===== src/rtl/i2cslave_if.sv =====
// I2C bus pins seen by the target: sampled clock/data inputs and the
// open-drain data output (0 = pull low, 1 = release).
interface i2cslave_if;
  logic scli;
  logic sdai;
  logic sdao;

  modport master (output scli, output sdai, input sdao);
  modport slave  (input scli, input sdai, output sdao);
endinterface


===== src/rtl/i2cslave.sv =====
// I2C target with a 7-bit address and a small byte register file that the
// bus and the arm processor share. A bus write sets the register pointer and
// then stores data bytes. A bus read returns bytes from the pointer onwards.
// The pointer auto-increments and wraps at NREGS. No clock stretching.
module i2cslave #(
  parameter logic [6:0]  SLAVEADDR = 7'h50,
  parameter int unsigned NREGS     = 16,
  parameter int unsigned FILTER    = 3,
  localparam int unsigned AW       = $clog2(NREGS)
) (
  input  logic          CLOCK,
  input  logic          RESET_N,
  i2cslave_if.slave     bus,
  input  logic [AW-1:0] armaddr,
  input  logic          armwrite,
  input  logic [7:0]    armwdata,
  output logic [7:0]    armrdata,
  output logic          wrstrobe,
  output logic [AW-1:0] wraddr,
  output logic          busy
);

  typedef enum logic [3:0] {
    IDLE, ADDR, AACK, PTR, PACK, WDATA, WACK, RDATA, RACK
  } state_t;

  state_t state, state_n;

  logic [1:0]        scl_sync, sda_sync;
  logic [FILTER-1:0] scl_hist, sda_hist;
  logic              scl_f, sda_f, scl_q, sda_q;
  logic              scl_rise, scl_fall, start, stop;

  logic [7:0]    regs [NREGS];
  logic [7:0]    shreg, shreg_n;
  logic [3:0]    bitcnt, bitcnt_n;
  logic [AW-1:0] ptr, ptr_n;
  logic          sdo, sdo_n;
  logic          busy_n;
  logic          bus_we;

  // Two-flop synchronisers for the asynchronous bus pins; the idle bus is high.
  always_ff @(posedge CLOCK or negedge RESET_N) begin
    if (!RESET_N) begin
      scl_sync <= '1;
      sda_sync <= '1;
    end else begin
      scl_sync <= {scl_sync[0], bus.scli};
      sda_sync <= {sda_sync[0], bus.sdai};
    end
  end

  // Glitch filter: the filtered level follows only after FILTER equal samples.
  always_ff @(posedge CLOCK or negedge RESET_N) begin
    if (!RESET_N) begin
      scl_hist <= '1;
      sda_hist <= '1;
      scl_f    <= 1'b1;
      sda_f    <= 1'b1;
      scl_q    <= 1'b1;
      sda_q    <= 1'b1;
    end else begin
      scl_hist <= (scl_hist << 1) | FILTER'(scl_sync[1]);
      sda_hist <= (sda_hist << 1) | FILTER'(sda_sync[1]);
      if (&scl_hist)       scl_f <= 1'b1;
      else if (~|scl_hist) scl_f <= 1'b0;
      if (&sda_hist)       sda_f <= 1'b1;
      else if (~|sda_hist) sda_f <= 1'b0;
      scl_q <= scl_f;
      sda_q <= sda_f;
    end
  end

  assign scl_rise = scl_f & ~scl_q;
  assign scl_fall = ~scl_f & scl_q;
  assign start    = scl_f & scl_q & sda_q & ~sda_f;
  assign stop     = scl_f & scl_q & ~sda_q & sda_f;

  // Protocol state and datapath registers.
  always_ff @(posedge CLOCK or negedge RESET_N) begin
    if (!RESET_N) begin
      state    <= IDLE;
      shreg    <= '0;
      bitcnt   <= '0;
      ptr      <= '0;
      sdo      <= 1'b1;
      busy     <= 1'b0;
      wrstrobe <= 1'b0;
      wraddr   <= '0;
    end else begin
      state    <= state_n;
      shreg    <= shreg_n;
      bitcnt   <= bitcnt_n;
      ptr      <= ptr_n;
      sdo      <= sdo_n;
      busy     <= busy_n;
      wrstrobe <= bus_we;
      if (bus_we) wraddr <= ptr;
    end
  end

  assign bus.sdao = sdo;

  // Next-state logic. START/STOP override bit handling in every state.
  // Each ACK slot is its own state so the byte states only count data bits.
  always_comb begin
    state_n  = state;
    shreg_n  = shreg;
    bitcnt_n = bitcnt;
    ptr_n    = ptr;
    sdo_n    = sdo;
    busy_n   = busy;
    bus_we   = 1'b0;
    if (start) begin
      state_n  = ADDR;
      bitcnt_n = '0;
      sdo_n    = 1'b1;
    end else if (stop) begin
      state_n = IDLE;
      sdo_n   = 1'b1;
      busy_n  = 1'b0;
    end else begin
      unique case (state)
        IDLE: ;
        ADDR: begin
          if (scl_rise) begin
            shreg_n  = {shreg[6:0], sda_f};
            bitcnt_n = bitcnt + 4'd1;
          end else if (scl_fall && bitcnt == 4'd8) begin
            bitcnt_n = '0;
            if (shreg[7:1] == SLAVEADDR) begin
              sdo_n   = 1'b0;
              busy_n  = 1'b1;
              state_n = AACK;
            end else begin
              busy_n  = 1'b0;
              state_n = IDLE;
            end
          end
        end
        AACK: begin
          if (scl_fall) begin
            bitcnt_n = '0;
            if (!shreg[0]) begin
              sdo_n   = 1'b1;
              state_n = PTR;
            end else begin
              shreg_n = regs[ptr];
              sdo_n   = regs[ptr][7];
              state_n = RDATA;
            end
          end
        end
        PTR: begin
          if (scl_rise) begin
            shreg_n  = {shreg[6:0], sda_f};
            bitcnt_n = bitcnt + 4'd1;
          end else if (scl_fall && bitcnt == 4'd8) begin
            bitcnt_n = '0;
            ptr_n    = shreg[AW-1:0];
            sdo_n    = 1'b0;
            state_n  = PACK;
          end
        end
        PACK: begin
          if (scl_fall) begin
            sdo_n   = 1'b1;
            state_n = WDATA;
          end
        end
        WDATA: begin
          if (scl_rise) begin
            shreg_n  = {shreg[6:0], sda_f};
            bitcnt_n = bitcnt + 4'd1;
          end else if (scl_fall && bitcnt == 4'd8) begin
            bitcnt_n = '0;
            bus_we   = 1'b1;
            ptr_n    = ptr + 1'b1;
            sdo_n    = 1'b0;
            state_n  = WACK;
          end
        end
        WACK: begin
          if (scl_fall) begin
            sdo_n   = 1'b1;
            state_n = WDATA;
          end
        end
        RDATA: begin
          if (scl_fall) begin
            if (bitcnt == 4'd7) begin
              bitcnt_n = '0;
              sdo_n    = 1'b1;
              state_n  = RACK;
            end else begin
              shreg_n  = {shreg[6:0], 1'b0};
              sdo_n    = shreg[6];
              bitcnt_n = bitcnt + 4'd1;
            end
          end
        end
        RACK: begin
          // A falling edge here always follows an ACK: a NACK already left.
          if (scl_rise) begin
            if (!sda_f) begin
              ptr_n = ptr + 1'b1;
            end else begin
              busy_n  = 1'b0;
              sdo_n   = 1'b1;
              state_n = IDLE;
            end
          end else if (scl_fall) begin
            bitcnt_n = '0;
            shreg_n  = regs[ptr];
            sdo_n    = regs[ptr][7];
            state_n  = RDATA;
          end
        end
        default: state_n = IDLE;
      endcase
    end
  end

  // Register file: the arm write is issued last so it wins a same-cycle clash.
  always_ff @(posedge CLOCK or negedge RESET_N) begin
    if (!RESET_N) begin
      for (int unsigned i = 0; i < NREGS; i++) regs[i] <= '0;
      armrdata <= '0;
    end else begin
      if (bus_we)   regs[ptr]     <= shreg;
      if (armwrite) regs[armaddr] <= armwdata;
      armrdata <= regs[armaddr];
    end
  end

endmodule

===== src/flat_wrapper.sv =====
// flat-port wrapper written by rule: the top's interface ports become plain ports
module i2cslave_flat 
#(
  parameter logic [6:0]  SLAVEADDR = 7'h50,
  parameter int unsigned NREGS     = 16,
  parameter int unsigned FILTER    = 3,
  localparam int unsigned AW       = $clog2(NREGS)
)
  (CLOCK, RESET_N, armaddr, armwrite, armwdata, armrdata, wrstrobe, wraddr, busy, bus_scli, bus_sdai, bus_sdao);
  i2cslave_if bus_i ();
  input  logic CLOCK;
  input  logic RESET_N;
  input  logic [AW-1:0] armaddr;
  input  logic armwrite;
  input  logic [7:0] armwdata;
  output logic [7:0] armrdata;
  output logic wrstrobe;
  output logic [AW-1:0] wraddr;
  output logic busy;
  input wire logic [$bits(bus_i.scli)-1:0] bus_scli;
  input wire logic [$bits(bus_i.sdai)-1:0] bus_sdai;
  output wire logic [$bits(bus_i.sdao)-1:0] bus_sdao;
  assign bus_i.scli = bus_scli;
  assign bus_i.sdai = bus_sdai;
  assign bus_sdao = bus_i.sdao;
  i2cslave #(.SLAVEADDR(SLAVEADDR), .NREGS(NREGS), .FILTER(FILTER)) u_core (.CLOCK(CLOCK), .RESET_N(RESET_N), .bus(bus_i), .armaddr(armaddr), .armwrite(armwrite), .armwdata(armwdata), .armrdata(armrdata), .wrstrobe(wrstrobe), .wraddr(wraddr), .busy(busy));
endmodule

===== config.mk =====
export PLATFORM = sky130hd
export DESIGN_NAME = i2cslave_flat
export DESIGN_NICKNAME = d
export VERILOG_FILES = /design/src/rtl/i2cslave_if.sv /design/src/rtl/i2cslave.sv /design/src/flat_wrapper.sv
export SDC_FILE = /design/constraint.sdc
export NUM_CORES = 1
export LEC_CHECK = 0
export CAP_MARGIN = 20
export CORE_MARGIN = 4
export CORE_UTILIZATION = 50
export DETAILED_ROUTE_END_ITERATION = 10
export PLACE_DENSITY = 0.66
export SLEW_MARGIN = 20
export SYNTH_ARGS = -nofsm -noshare
export SYNTH_HDL_FRONTEND = slang
export SYNTH_SLANG_ARGS = --single-unit

===== constraint.sdc =====
create_clock -name CLOCK -period 4.8 [get_ports CLOCK]
set_clock_uncertainty 0.1 [all_clocks]
set_input_delay 0.48 -clock CLOCK [delete_from_list [all_inputs] [get_ports CLOCK]]
set_output_delay 0.48 -clock CLOCK [all_outputs]
set_load 0.005 [all_outputs]

==> key figures <==
Run status
  – Status: finished, final reports clean

Floorplanning
  – Die X-Extent: between 150 and 200 µm
  – Core Footprint: 21000 µm²
  – Standard-cell rows: 53
  – Die H: roughly 150 µm
  – DIE AREA: 23800 µm²
  – Initial Utilization: 0.508
  – Io pins: 32

Global route
  – Antenna violations before repair: 0
  – Gr usage total: 0.256
  – Vias in the first global route: between 7000 and 8000
  – Global-route wire length before repair: 46900 µm
  – Total gr overflow: 0
  – Largest net degree at the start of global routing: between 100 and 150

Timing
  – Worst slew pin tran: 1.03 ns
  – Worst slew margin: 0.311
  – Fin crit share: 0.633
  – Minimum clock period: about 3.0 ns
  – RSZ-0062 raised after global routing: false
  – Final Slew Violations: 0
  – Final WS setup: 1.76 ns
  – WHS: 0.257 ns
  – # setup viols final: 0
  – Fmax: roughly 330 MHz
  – Setup Total Neg Slack: 0 ns
  – Final Hold Vio Count: 0

Logic synthesis
  – YS warnings: 0
  – Synth Area per Inst: between 10 and 15 µm²
  – Mapped Area: 10700 µm²
  – Synth Register Bits: about 180
  – Syn Nets: 1031
  – Synth async-reset ratio: 1.00
  – Cell taking the most area after synthesis: dfrtp_1
  – Cells after Synth: 1008
  – Netlist cell types: 66
  – Post-synth EDFFs: 0
  – Commonest register cell after synthesis: dfrtp_1
  – Register area share after synthesis: 0.416
  – Synth top area cells: dfrtp_1 38%, mux4_2 15%, mux2i_1 14%
  – Synth top area share: 0.379

Layout
  – Antenna cells: 0
  – Final Util: 0.555
  – Post-route cell area: around 12000 µm²
  – Final non-filler cell total: 1259
  – # nets final: 994
  – Area Growth Syn to Fin: 9.13%
  – Share of layout cells above drive strength 1: 0.154

Worst setup path
  – WP data arrival: 3.26 ns
  – Crit start category: flop
  – Maximum fanout along the worst path: 25
  – Critical path class: flop to flop
  – Kind of end point of the critical path: flop
  – CP required: between 5 and 6 ns

Route
  – Antenna-violating nets left: 0
  – # DRC: 0
  – Drt wl/cell: 23.5 µm
  – Number of DRC markers in iteration 0: about 750
  – Vias per cell: 6.36
  – DR pass1 iterations: 5
  – Routed WL: 29500 µm
  – DR vias: 8003

Power
  – Peak VDD IR: 233 µV
  – Power Dens Cells: 410 nW/µm²
  – Pleak: 5.19 nW
  – Final Total Pwr: 4.79 mW

Placement
  – GP Congestion: 0.890
  – Detailed Place HPWL: a little under 20000 µm
  – Setup slack at placement: 1.62 ns
  – Placed cells: 1226
  – Port-buffer cells: 31
  – Area after DPL: 11100 µm²

CTS
  – # Post-CTS Setup Buffers: 0
  – Cts repair resizes: 0
  – CTS H-Tree Depth: 4
  – Latest clock arrival within the worst-skew pair: 0.45 ns
  – CTS Hold Buffers Added: 1
  – CTS Buf Count: 17
  – CTS tree: built
  – CTS clk-pin slew, worst paths: approximately 0.070 ns
  – Clock Sinks: 177
  – CTS Buffer Depth: 2
  – Root Driver: clkbuf_16

Job
  – Max-cap viol count: 0

Hold path
  – Hold WC Path Type: flop to flop
==> metal layers <==
metal  GRT usage  wire [µm]  vias up
met5           0          0        -
met4      0.0786        686        0
met3      0.0378       2350       33
met2       0.387      13800      353
met1       0.387      12700     4009
li1            -          -     3608
==> path summary, 6_finish.rpt <==
path	from	endpoint	slack, ns	cells after the start
setup / recovery	u_core.state[3]	u_core.shreg[2]	1.76	6
hold / removal	u_core.sda_sync[0]	u_core.sda_sync[1]	0.26	0
setup reg to reg	u_core.state[3]	u_core.shreg[2]	1.76	6
hold reg to reg	u_core.sda_sync[0]	u_core.sda_sync[1]	0.26	0
max in group asynchronous	RESET_N	u_core.regs[43]	3.08	3
min in group asynchronous	RESET_N	u_core.state[3]	0.47	2
==> area by class of cell <==
| type | instances | area (µm²) |
|---|---|---|
| clock buffers | 17 | 425 |
| multi-input cells | 720 | 5830 |
| fillers | 1780 | 9360 |
| clock inverters | 15 | 166 |
| repair buffers | 41 | 392 |
| flip-flops and latches | 177 | 4450 |
| inverters | 14 | 52.6 |
| well taps | 275 | 344 |
==> cells by family after synthesis <==
logic type | after synthesis | share of synthesized area
simple gates | 278 | 0.122
mux | 232 | 0.304
compound gates | 200 | 0.107
flops | 177 | 0.416
buf+inv | 111 | 0.0409
fa+ha+maj | 6 | 0.00702
xor+xnor | 4 | 0.00328
==> synthesized netlist by cell type (4+ instances only) <==
master and n:
mux4_2 73, and2_1 4, dfrtp_1 162, nand2b_1 8
o21ai_0 42, mux2_2 5, nand2_1 92, clkbuf_1 69
ha_1 6, o221ai_1 5, buf_2 7, nand3_1 18
mux2_1 9, mux2i_1 145, nor2_1 100, buf_1 19
inv_1 14, nand3_2 4, nor4_1 7, nor2b_1 8
nor3_1 7, o21ai_1 23, a21oi_1 104, dfstp_2 15
==> registers in the layout, indices dropped and copies added (netlist names) <==
register         flops
u_core.regs        128
u_core.armrdata      8
u_core.shreg         8
u_core.bitcnt        4
u_core.ptr           4
u_core.state         4
u_core.wraddr        4
u_core.scl_hist      3
u_core.sda_hist      3
u_core.scl_sync      2
u_core.sda_sync      2
u_core.bus.sdao      1
u_core.busy          1
u_core.scl_f         1
u_core.scl_q         1
u_core.sda_f         1
u_core.sda_q         1
u_core.wrstrobe      1
==> layout by cell type, fill, tap and decap left out, types with 4 or more instances in the layout <==
master / instances
mux4_2: 73
dfstp_2: 15
mux2_2: 5
inv_6: 4
nor4_1: 5
buf_4: 8
o221ai_1: 5
nand2b_1: 8
inv_8: 5
and2_1: 4
clkdlybuf4s50_1: 28
mux2_1: 9
nor2_1: 100
nand3_1: 18
a21oi_1: 104
clkbuf_16: 17
o21ai_1: 23
o21ai_0: 42
nor2b_1: 8
nand2_1: 92
nand3_2: 4
ha_1: 6
mux2i_1: 145
dfrtp_1: 160
inv_1: 14
nor3_1: 7
==> report_power, final <==
part	internal (mW)	switching (mW)
clock network	0.743	0.685
registers	1.80	0.426
logic	0.596	0.539
total	3.13	1.65
==> critical path, stage by stage, from the launching register on <==
cell,delay [ns]
dfrtp_1,0.80
or4b_1,0.67
a21oi_2,0.19
nor2_1,0.07
a2111oi_4,0.33
and2b_1,0.38
mux2_1,0.36
Note: power is estimated with default switching activity, not from simulation.
